<file path="src/rtl/sram_pattern_tester_if.sv">
// Request/response channel between the BIST sequencer (master) and the SRAM block (slave).
interface sram_pattern_tester_if #(
   parameter int ADDR_W = 20,
   parameter int DATA_W = 8
);
   logic              req;
   logic              we;
   logic [ADDR_W-1:0] addr;
   logic [DATA_W-1:0] wdata;
   logic              ready;
   logic              rvalid;
   logic [DATA_W-1:0] rdata;

   modport master (output req, we, addr, wdata, input  ready, rvalid, rdata);
   modport slave  (input  req, we, addr, wdata, output ready, rvalid, rdata);
endinterface

</file>
<file path="src/rtl/sram_pattern_tester.sv">
// SRAM BIST sequencer: write pattern / read-compare over 0..LAST_ADDR, then repeat with the
// inverted pattern. Reports pass/fail, first failing address/data and LED drive bits.
module sram_pattern_tester #(
   parameter int                ADDR_W     = 20,
   parameter int                DATA_W     = 8,
   parameter logic [ADDR_W-1:0] LAST_ADDR  = '1,
   parameter logic [DATA_W-1:0] SEED       = 8'hA5,
   parameter int                BLINK_BITS = 22
) (
   input  logic                  i_clk,
   input  logic                  i_rst_n,
   input  logic                  i_start,
   sram_pattern_tester_if.master m_sram,
   output logic                  o_busy,
   output logic                  o_pass,
   output logic                  o_fail,
   output logic [ADDR_W-1:0]     o_err_addr,
   output logic [DATA_W-1:0]     o_err_data,
   output logic                  o_led_g,
   output logic                  o_led_r
);

   typedef enum logic [2:0] {
      S_IDLE, S_WR, S_RD_REQ, S_RD_WAIT, S_PASS, S_FAIL
   } state_t;

   state_t                r_state,    w_state_nxt;
   logic [ADDR_W-1:0]     r_addr,     w_addr_nxt;
   logic                  r_p,        w_p_nxt;
   logic                  r_req,      w_req_nxt;
   logic                  r_we,       w_we_nxt;
   logic [DATA_W-1:0]     r_wdata,    w_wdata_nxt;
   logic                  r_busy,     w_busy_nxt;
   logic                  r_pass,     w_pass_nxt;
   logic                  r_fail,     w_fail_nxt;
   logic [ADDR_W-1:0]     r_err_addr, w_err_addr_nxt;
   logic [DATA_W-1:0]     r_err_data, w_err_data_nxt;
   logic [BLINK_BITS-1:0] r_blink;

   logic                  w_accept;
   logic                  w_last;
   logic [ADDR_W-1:0]     w_addr_inc;

   // Pattern depends only on the low DATA_W address bits.
   function automatic logic [DATA_W-1:0] f_pat(input logic [DATA_W-1:0] a_lo, input logic p);
      return a_lo ^ SEED ^ {DATA_W{p}};
   endfunction

   assign w_accept   = r_req & m_sram.ready;
   assign w_last     = (r_addr == LAST_ADDR);
   assign w_addr_inc = r_addr + ADDR_W'(1);

   always_comb begin
      w_state_nxt    = r_state;
      w_addr_nxt     = r_addr;
      w_p_nxt        = r_p;
      w_req_nxt      = r_req;
      w_we_nxt       = r_we;
      w_wdata_nxt    = r_wdata;
      w_busy_nxt     = r_busy;
      w_pass_nxt     = r_pass;
      w_fail_nxt     = r_fail;
      w_err_addr_nxt = r_err_addr;
      w_err_data_nxt = r_err_data;
      case (r_state)
         S_IDLE: begin
            w_addr_nxt  = '0;
            w_p_nxt     = 1'b0;
            w_busy_nxt  = 1'b1;
            w_req_nxt   = 1'b1;
            w_we_nxt    = 1'b1;
            w_wdata_nxt = f_pat('0, 1'b0);
            w_state_nxt = S_WR;
         end
         S_WR: begin
            if (w_accept) begin
               if (w_last) begin
                  // Request stays up; it becomes the first read at address 0.
                  w_addr_nxt  = '0;
                  w_we_nxt    = 1'b0;
                  w_state_nxt = S_RD_REQ;
               end else begin
                  w_addr_nxt  = w_addr_inc;
                  w_wdata_nxt = f_pat(w_addr_inc[DATA_W-1:0], r_p);
               end
            end
         end
         S_RD_REQ: begin
            if (w_accept) begin
               w_req_nxt   = 1'b0;
               w_state_nxt = S_RD_WAIT;
            end
         end
         S_RD_WAIT: begin
            if (m_sram.rvalid) begin
               if (m_sram.rdata != f_pat(r_addr[DATA_W-1:0], r_p)) begin
                  w_err_addr_nxt = r_addr;
                  w_err_data_nxt = m_sram.rdata;
                  w_busy_nxt     = 1'b0;
                  w_fail_nxt     = 1'b1;
                  w_state_nxt    = S_FAIL;
               end else if (!w_last) begin
                  w_addr_nxt  = w_addr_inc;
                  w_req_nxt   = 1'b1;
                  w_state_nxt = S_RD_REQ;
               end else if (!r_p) begin
                  w_p_nxt     = 1'b1;
                  w_addr_nxt  = '0;
                  w_req_nxt   = 1'b1;
                  w_we_nxt    = 1'b1;
                  w_wdata_nxt = f_pat('0, 1'b1);
                  w_state_nxt = S_WR;
               end else begin
                  w_busy_nxt  = 1'b0;
                  w_pass_nxt  = 1'b1;
                  w_state_nxt = S_PASS;
               end
            end
         end
         S_PASS, S_FAIL: begin
            if (i_start) begin
               w_pass_nxt     = 1'b0;
               w_fail_nxt     = 1'b0;
               w_err_addr_nxt = '0;
               w_err_data_nxt = '0;
               w_state_nxt    = S_IDLE;
            end
         end
         default: w_state_nxt = S_IDLE;
      endcase
   end

   always_ff @(posedge i_clk or negedge i_rst_n) begin
      if (!i_rst_n) begin
         r_state    <= S_IDLE;
         r_addr     <= '0;
         r_p        <= 1'b0;
         r_req      <= 1'b0;
         r_we       <= 1'b0;
         r_wdata    <= '0;
         r_busy     <= 1'b0;
         r_pass     <= 1'b0;
         r_fail     <= 1'b0;
         r_err_addr <= '0;
         r_err_data <= '0;
         r_blink    <= '0;
      end else begin
         r_state    <= w_state_nxt;
         r_addr     <= w_addr_nxt;
         r_p        <= w_p_nxt;
         r_req      <= w_req_nxt;
         r_we       <= w_we_nxt;
         r_wdata    <= w_wdata_nxt;
         r_busy     <= w_busy_nxt;
         r_pass     <= w_pass_nxt;
         r_fail     <= w_fail_nxt;
         r_err_addr <= w_err_addr_nxt;
         r_err_data <= w_err_data_nxt;
         r_blink    <= r_blink + BLINK_BITS'(1);
      end
   end

   assign m_sram.req   = r_req;
   assign m_sram.we    = r_we;
   assign m_sram.addr  = r_addr;
   assign m_sram.wdata = r_wdata;
   assign o_busy       = r_busy;
   assign o_pass       = r_pass;
   assign o_fail       = r_fail;
   assign o_err_addr   = r_err_addr;
   assign o_err_data   = r_err_data;
   assign o_led_g      = r_blink[BLINK_BITS-1];
   assign o_led_r      = r_fail;

endmodule

</file>
<file path="src/flat_wrapper.sv">
// flat-port wrapper written by rule: the top's interface ports become plain ports
module sram_pattern_tester_flat 
#(
   parameter int                ADDR_W     = 20,
   parameter int                DATA_W     = 8,
   parameter logic [ADDR_W-1:0] LAST_ADDR  = '1,
   parameter logic [DATA_W-1:0] SEED       = 8'hA5,
   parameter int                BLINK_BITS = 22
)
  (i_clk, i_rst_n, i_start, o_busy, o_pass, o_fail, o_err_addr, o_err_data, o_led_g, o_led_r, m_sram_req, m_sram_we, m_sram_addr, m_sram_wdata, m_sram_ready, m_sram_rvalid, m_sram_rdata);
  sram_pattern_tester_if #(.ADDR_W(ADDR_W), .DATA_W(DATA_W)) m_sram_i ();
  input  logic i_clk;
  input  logic i_rst_n;
  input  logic i_start;
  output logic o_busy;
  output logic o_pass;
  output logic o_fail;
  output logic [ADDR_W-1:0] o_err_addr;
  output logic [DATA_W-1:0] o_err_data;
  output logic o_led_g;
  output logic o_led_r;
  output wire logic [$bits(m_sram_i.req)-1:0] m_sram_req;
  output wire logic [$bits(m_sram_i.we)-1:0] m_sram_we;
  output wire logic [$bits(m_sram_i.addr)-1:0] m_sram_addr;
  output wire logic [$bits(m_sram_i.wdata)-1:0] m_sram_wdata;
  input wire logic [$bits(m_sram_i.ready)-1:0] m_sram_ready;
  input wire logic [$bits(m_sram_i.rvalid)-1:0] m_sram_rvalid;
  input wire logic [$bits(m_sram_i.rdata)-1:0] m_sram_rdata;
  assign m_sram_req = m_sram_i.req;
  assign m_sram_we = m_sram_i.we;
  assign m_sram_addr = m_sram_i.addr;
  assign m_sram_wdata = m_sram_i.wdata;
  assign m_sram_i.ready = m_sram_ready;
  assign m_sram_i.rvalid = m_sram_rvalid;
  assign m_sram_i.rdata = m_sram_rdata;
  sram_pattern_tester #(.ADDR_W(ADDR_W), .DATA_W(DATA_W), .LAST_ADDR(LAST_ADDR), .SEED(SEED), .BLINK_BITS(BLINK_BITS)) u_core (.i_clk(i_clk), .i_rst_n(i_rst_n), .i_start(i_start), .m_sram(m_sram_i), .o_busy(o_busy), .o_pass(o_pass), .o_fail(o_fail), .o_err_addr(o_err_addr), .o_err_data(o_err_data), .o_led_g(o_led_g), .o_led_r(o_led_r));
endmodule
</file>
<file path="config.mk">
export PLATFORM = sky130hd
export DESIGN_NAME = sram_pattern_tester_flat
export DESIGN_NICKNAME = d
export VERILOG_FILES = /design/src/rtl/sram_pattern_tester_if.sv /design/src/rtl/sram_pattern_tester.sv /design/src/flat_wrapper.sv
export SDC_FILE = /design/constraint.sdc
export NUM_CORES = 1
export LEC_CHECK = 0
export ABC_CLOCK_PERIOD_IN_PS = 5200
export CAP_MARGIN = 40
export CORE_AREA = 2 2 90 92
export DETAILED_ROUTE_END_ITERATION = 8
export DIE_AREA = 0 0 92 94
export PLACE_DENSITY = 0.86
export SLEW_MARGIN = 0
export SYNTH_ARGS = -nofsm -noshare
export SYNTH_HDL_FRONTEND = slang
export SYNTH_SLANG_ARGS = --single-unit
export TNS_END_PERCENT = 10
</file>
<file path="constraint.sdc">
create_clock -name i_clk -period 5.2 [get_ports i_clk]
set_input_delay 1.04 -clock i_clk [delete_from_list [all_inputs] [get_ports i_clk]]
set_output_delay 1.04 -clock i_clk [all_outputs]
set_load 0.01 [all_outputs]
</file>
==> impl_metrics.env, run 1 <==
export IMPL_worst_pin_slew_ns=0.8203
export IMPL_syn_instance_count=419
export IMPL_drtIter0Drc=287
export IMPL_critPathKind="in -> reg"
export IMPL_numCtsBuffers=9
export IMPL_powerDensity_nw_per_um2=413.0
export IMPL_cts_max_level=3
export IMPL_synthArstFlopShare=1.000
export IMPL_track_usage=0.2515
export IMPL_synth_area_leader_cell="dfrtp_1"
export IMPL_seqCellArea_um2=2177
export IMPL_cts_path_max_buffers=2
export IMPL_antenna_found_initial=0
export IMPL_status="finished clean"
export IMPL_critPathMaxFanout=23
export IMPL_syn_cell_area_um2=4277
export IMPL_coreArea_um2=7607
export IMPL_fin_tns_setup_ns=0
export IMPL_grt_max_degree=67
export IMPL_worstPathArrival_ns=3.79
export IMPL_cts_tree="yes"
export IMPL_layout_setup_ws_ns=1.650
export IMPL_required_ns=5.44
export IMPL_cts_root_buf="clkbuf_8"
export IMPL_clk_latency_ns=0.35
export IMPL_antennaDiodeCount=0
export IMPL_r2r_cells=8
export IMPL_post_dp_hpwl_um=7068
export IMPL_synth_area_per_cell_um2=10.21
export IMPL_finalCritPeriodShare=0.6827
export IMPL_clock_fmax_mhz=281.7
export IMPL_critPathLaunchType="input port"
export IMPL_boundaryPins=76
export IMPL_fillCellCount=596
export IMPL_finalSetupViolCount=0
export IMPL_die_height_um=94
export IMPL_finClkSkew_ns=0.01008
export IMPL_die_width_um=92
export IMPL_holdPathStages=1
export IMPL_routed_wl_um=10420
export IMPL_multiInputGateArea_um2=1923
export IMPL_placed_area_um2=5079
export IMPL_design_area_um2=5304
export IMPL_reg2reg_to="u_core.m_sram.addr[6]$_DFFE_PN0P_"
export IMPL_grt_overflow=0
export IMPL_grt_pass1_vias=3473
export IMPL_yosysSeqAreaShare=0.5091
export IMPL_die_area_um2=8648
export IMPL_finalNetCount=493
export IMPL_p_leak_nw=2.222
export IMPL_final_max_slew_viol_count=0
export IMPL_area_delta_synth_final_pct=24.02
export IMPL_final_cell_mix="dfrtp_1, clkdlybuf4s50_1, xnor2_1, a22o_1, nand2_1"
export IMPL_max_cap_viol_count=0
export IMPL_dominantRegCellSynth="dfrtp_1"
export IMPL_final_common_cell="dfrtp_1"
export IMPL_synth_top_cell_area_share=0.5091
export IMPL_grt_pass1_wl_um=17140
export IMPL_synth_edf_count=0
export IMPL_port_buffers=75
export IMPL_maxSlewHeadroom=0.4520
export IMPL_clock_sinks=87
export IMPL_drive_above_1_share=0.07453
export IMPL_via_count=3533
export IMPL_hold_buffers=0
export IMPL_rows=32
export IMPL_ys_ff_latch=87
export IMPL_drcViolationCount=0
export IMPL_synth_fp_nets=434
export IMPL_final_min_clock_period_ns=3.550
export IMPL_r2r_start="u_core.m_sram.addr[0]$_DFFE_PN0P_"
export IMPL_cts_repair_resized=0
export IMPL_yosys_warnings=0
export IMPL_wl_per_cell_um=17.80
export IMPL_drtPass1Iterations=5
export IMPL_rsz0062_at_grt="no"
export IMPL_route_antenna_remaining_nets=0
export IMPL_hp_class="reg -> reg"
export IMPL_routabilityCongestion=0.9252
export IMPL_whs_endpoint="u_core.r_blink[0]$_DFF_PN0_"
export IMPL_cp_end_kind="flip-flop"
export IMPL_r2r_setup_slack_ns=2.09
export IMPL_synthTopCellsByArea="dfrtp_1, a22o_1, xnor2_1, o31ai_1, nand3_1"
export IMPL_hold_viol=0
export IMPL_via_per_inst=6.039
export IMPL_ir_drop_mv=0.2599
export IMPL_min_from="u_core.r_blink[0]$_DFF_PN0_"
export IMPL_post_cts_buffers=0
export IMPL_post_place_ws_ns=1.301
export IMPL_clk_pin_slew_ns=0.09
export IMPL_start_util=0.5622
export IMPL_synth_distinct_cells=47
[registers in the layout, summed over array words and instances, names as in the netlist]
name	flops
u_core.r_p	1
u_core.m_sram.we	1
u_core.m_sram.req	1
u_core.m_sram.wdata	8
u_core.o_err_data	8
u_core.r_blink	22
u_core.m_sram.addr	20
u_core.r_state	3
u_core.o_pass	1
u_core.o_busy	1
u_core.o_fail	1
u_core.o_err_addr	20
[Yosys cell counts, drive strengths merged, types with 4 or more instances]
cell    count
a21oi      12
a22o       29
a31oi       9
and3        9
buf        11
clkbuf     22
dfrtp      87
inv        10
mux2        4
mux2i       4
nand2      25
nand2b      5
nand3      24
nand4       8
nor2       21
nor3       11
o211ai      4
o21ai      24
o22ai       4
o31ai      19
or2         4
or3         4
xnor2      29
xor2       13
[cell families (layout without fill, tap and decap cells)]
group / after synthesis / in the layout / share of synthesized area
mux: 8 / 8 / 0.01989
buf+inv: 43 / 107 / 0.04242
flops: 87 / 87 / 0.5091
compound gates: 113 / 113 / 0.1884
fa+ha+maj: 2 / 2 / 0.005850
xor+xnor: 42 / 42 / 0.08601
simple gates: 124 / 124 / 0.1483
[metal layers]
layer  part of all wire  track usage  vias up
met5                  0            0        -
met4              0.021       0.1007        0
met3              0.058      0.04976       18
met2               0.49       0.4075      174
met1               0.43       0.3351     1708
li1                   -            -     1633
[how the worst max path moves through the flow]
| stage | from | to | cells after the start |
|---|---|---|---|
| after global routing | m_sram_rdata[0] | u_core.m_sram.addr[6]$_DFFE_PN0P_ | 8 |
| after detailed placement | m_sram_rdata[0] | u_core.m_sram.addr[6]$_DFFE_PN0P_ | 8 |
| after global placement | m_sram_rdata[0] | u_core.m_sram.addr[6]$_DFFE_PN0P_ | 8 |
| after CTS | m_sram_rdata[0] | u_core.m_sram.addr[6]$_DFFE_PN0P_ | 8 |
| final | m_sram_rdata[0] | u_core.m_sram.addr[6]$_DFFE_PN0P_ | 8 |
| after floorplan | m_sram_rdata[0] | u_core.m_sram.wdata[0]$_DFFE_PN0P_ | 7 |
[power breakdown]
part           switching, W  internal [W]
Clock              0.000257      0.000276
Sequential         0.000128      0.000782
Combinational      0.000378      0.000370
[through the flow]
stage	total power [W]	cells	utilization	hold WS, ns
after global placement	0.001628	568	0.6640	0.4340
final	0.002190	585	0.6972	0.4619
after CTS	0.002192	585	0.6972	0.4623
after global routing	0.002307	585	0.6972	0.4765
after floorplan	0.001326	419	-	0.4224
after detailed placement	0.001659	569	0.6676	0.4480
[critical path, cell delays in order]
cell             delay (ns)
clkdlybuf4s50_1        0.45
xnor2_1                0.18
or4_4                  0.57
o41ai_2                0.28
a21oi_1                0.07
buf_4                  0.22
or3_1                  0.61
o41ai_1                0.36
[area by class of cell]
class / instances / area share
repair buffers: 81 / 0.1533
inverters: 10 / 0.007077
flip-flops and latches: 87 / 0.4105
well taps: 102 / 0.02406
clock inverters: 7 / 0.01911
clock buffers: 9 / 0.02335
multi-input cells: 289 / 0.3626
(Power assumes the default switching activity.)
==> inputs of run 2 (changes only) <==
Settings changed: ABC_CLOCK_PERIOD_IN_PS 5200 to 3300, CORE_AREA 2 2 90 92 to 2 2 93 95, DIE_AREA 0 0 92 94 to 0 0 95 97, PLACE_DENSITY 0.86 to 0.81.
Clock period 5.2 ns to 3.3 ns, I/O delays scaled along.
==> impl_metrics.env, run 2 (synthesis gave the netlist of run 1 again) <==
export IMPL_cp_end_kind="flip-flop"
export IMPL_port_buffers=75
export IMPL_final_max_slew_viol_count=0
export IMPL_die_height_um=97
export IMPL_worst_pin_slew_ns=0.7574
export IMPL_cts_tree="yes"
export IMPL_rsz0062_at_grt="no"
export IMPL_critPathLaunchType="input port"
export IMPL_finalCritPeriodShare=0.8413
export IMPL_p_leak_nw=2.275
export IMPL_final_cell_mix="dfrtp_1, clkdlybuf4s50_1, xnor2_1, a22o_1, nand2_1"
export IMPL_cts_max_level=3
export IMPL_critPathKind="in -> reg"
export IMPL_fin_tns_setup_ns=0
export IMPL_die_area_um2=9215
export IMPL_required_ns=3.55
export IMPL_numCtsBuffers=9
export IMPL_coreArea_um2=8134
export IMPL_clock_fmax_mhz=360.2
export IMPL_clk_pin_slew_ns=0.09
export IMPL_routabilityCongestion=0.9840
export IMPL_hold_viol=0
export IMPL_die_width_um=95
export IMPL_rows=33
export IMPL_critPathMaxFanout=14
export IMPL_final_common_cell="dfrtp_1"
export IMPL_r2r_start="u_core.m_sram.addr[0]$_DFFE_PN0P_"
export IMPL_r2r_setup_slack_ns=0.55
export IMPL_finalSetupViolCount=0
export IMPL_hold_buffers=0
export IMPL_route_antenna_remaining_nets=0
export IMPL_wl_per_cell_um=17.61
export IMPL_final_min_clock_period_ns=2.776
export IMPL_layout_setup_ws_ns=0.5237
export IMPL_clk_latency_ns=0.36
export IMPL_post_place_ws_ns=0.1656
export IMPL_max_cap_viol_count=0
export IMPL_worstPathArrival_ns=3.02
export IMPL_post_cts_buffers=0
export IMPL_grt_pass1_vias=3462
export IMPL_drtPass1Iterations=5
export IMPL_drcViolationCount=0
export IMPL_grt_max_degree=69
export IMPL_boundaryPins=76
export IMPL_grt_overflow=0
export IMPL_area_delta_synth_final_pct=25.75
export IMPL_antenna_found_initial=0
export IMPL_grt_pass1_wl_um=17580
export IMPL_routed_wl_um=10510
export IMPL_via_per_inst=6.064
export IMPL_r2r_cells=8
export IMPL_antennaDiodeCount=0
export IMPL_largest_reg_flops=22
export IMPL_finalNetCount=502
export IMPL_track_usage=0.2432
export IMPL_finClkSkew_ns=0.008302
export IMPL_via_count=3620
export IMPL_crit_path_start="m_sram_rdata[0]"
export IMPL_post_dp_hpwl_um=7322
export IMPL_reg2reg_to="u_core.m_sram.addr[13]$_DFFE_PN0P_"
export IMPL_status="finished clean"
export IMPL_hp_class="in -> async"
export IMPL_holdWs_ns=0.1754
export IMPL_cts_path_max_buffers=2
export IMPL_clock_sinks=87
export IMPL_maxSlewHeadroom=0.4927
export IMPL_start_util=0.5258
export IMPL_powerDensity_nw_per_um2=636.6
export IMPL_ir_drop_mv=0.2892
export IMPL_finish_utilization=0.6611
export IMPL_drive_above_1_share=0.09146
export IMPL_cts_repair_resized=0
export IMPL_cts_root_buf="clkbuf_8"
export IMPL_drtIter0Drc=332
export IMPL_largest_register="u_core.r_blink"
run 2: power breakdown:
part,switching (W),total [W],internal (W)
sequential,0.000198,0.00143,0.00123
clock,0.000407,0.000766,0.000359
combinational,0.000598,0.00123,0.000629
total,0.00120,0.00342,0.00222
run 2: how the worst max path moves through the flow:
stage | endpoint | slack, ns | cells after the start
3_5_place_dp | u_core.m_sram.addr[6]$_DFFE_PN0P_ | 0.17 | 8
2_1_floorplan | u_core.m_sram.wdata[0]$_DFFE_PN0P_ | 0.60 | 7
5_1_grt | u_core.m_sram.addr[1]$_DFFE_PN0P_ | 0.33 | 8
4_1_cts | u_core.m_sram.addr[6]$_DFFE_PN0P_ | 0.53 | 8
3_3_place_gp | u_core.m_sram.addr[6]$_DFFE_PN0P_ | 0.20 | 8
6_report | u_core.m_sram.addr[6]$_DFFE_PN0P_ | 0.52 | 8
run 2: critical path: stages:
cell and delay, ns:
clkdlybuf4s50_1 0.44, xnor2_1 0.17, or4_4 0.57, o41ai_2 0.29
a21oi_1 0.10, or3_1 0.35, buf_4 0.20, o41ai_1 0.25
run 2: metrics by stage:
stage	power, W	instance area (µm²)	instances
floorplan	0.002089	4277	419
global placement	0.002629	5147	580
detailed placement	0.002664	5175	581
CTS	0.003437	5378	597
global route	0.003620	5378	597
finish	0.003423	5378	597
run 2: cell type report:
cell class | instances | area, µm²
Multi-Input combinational cell | 289 | 1923
Sequential cell | 87 | 2177
Tap cell | 105 | 131.4
Fill cell | 651 | 2756
Timing Repair Buffer | 90 | 905.9
Inverter | 10 | 37.54
Clock inverter | 7 | 78.83
Clock buffer | 9 | 123.9
run 2: routing by layer:
layer,wire length [µm],vias to the layer above,track usage,share of wire
met1,4504,1795,0.3461,0.43
met4,238,0,0.08361,0.023
li1,-,1653,-,-
met3,583,19,0.04439,0.055
met5,0,-,0,0
met2,5185,153,0.3748,0.49
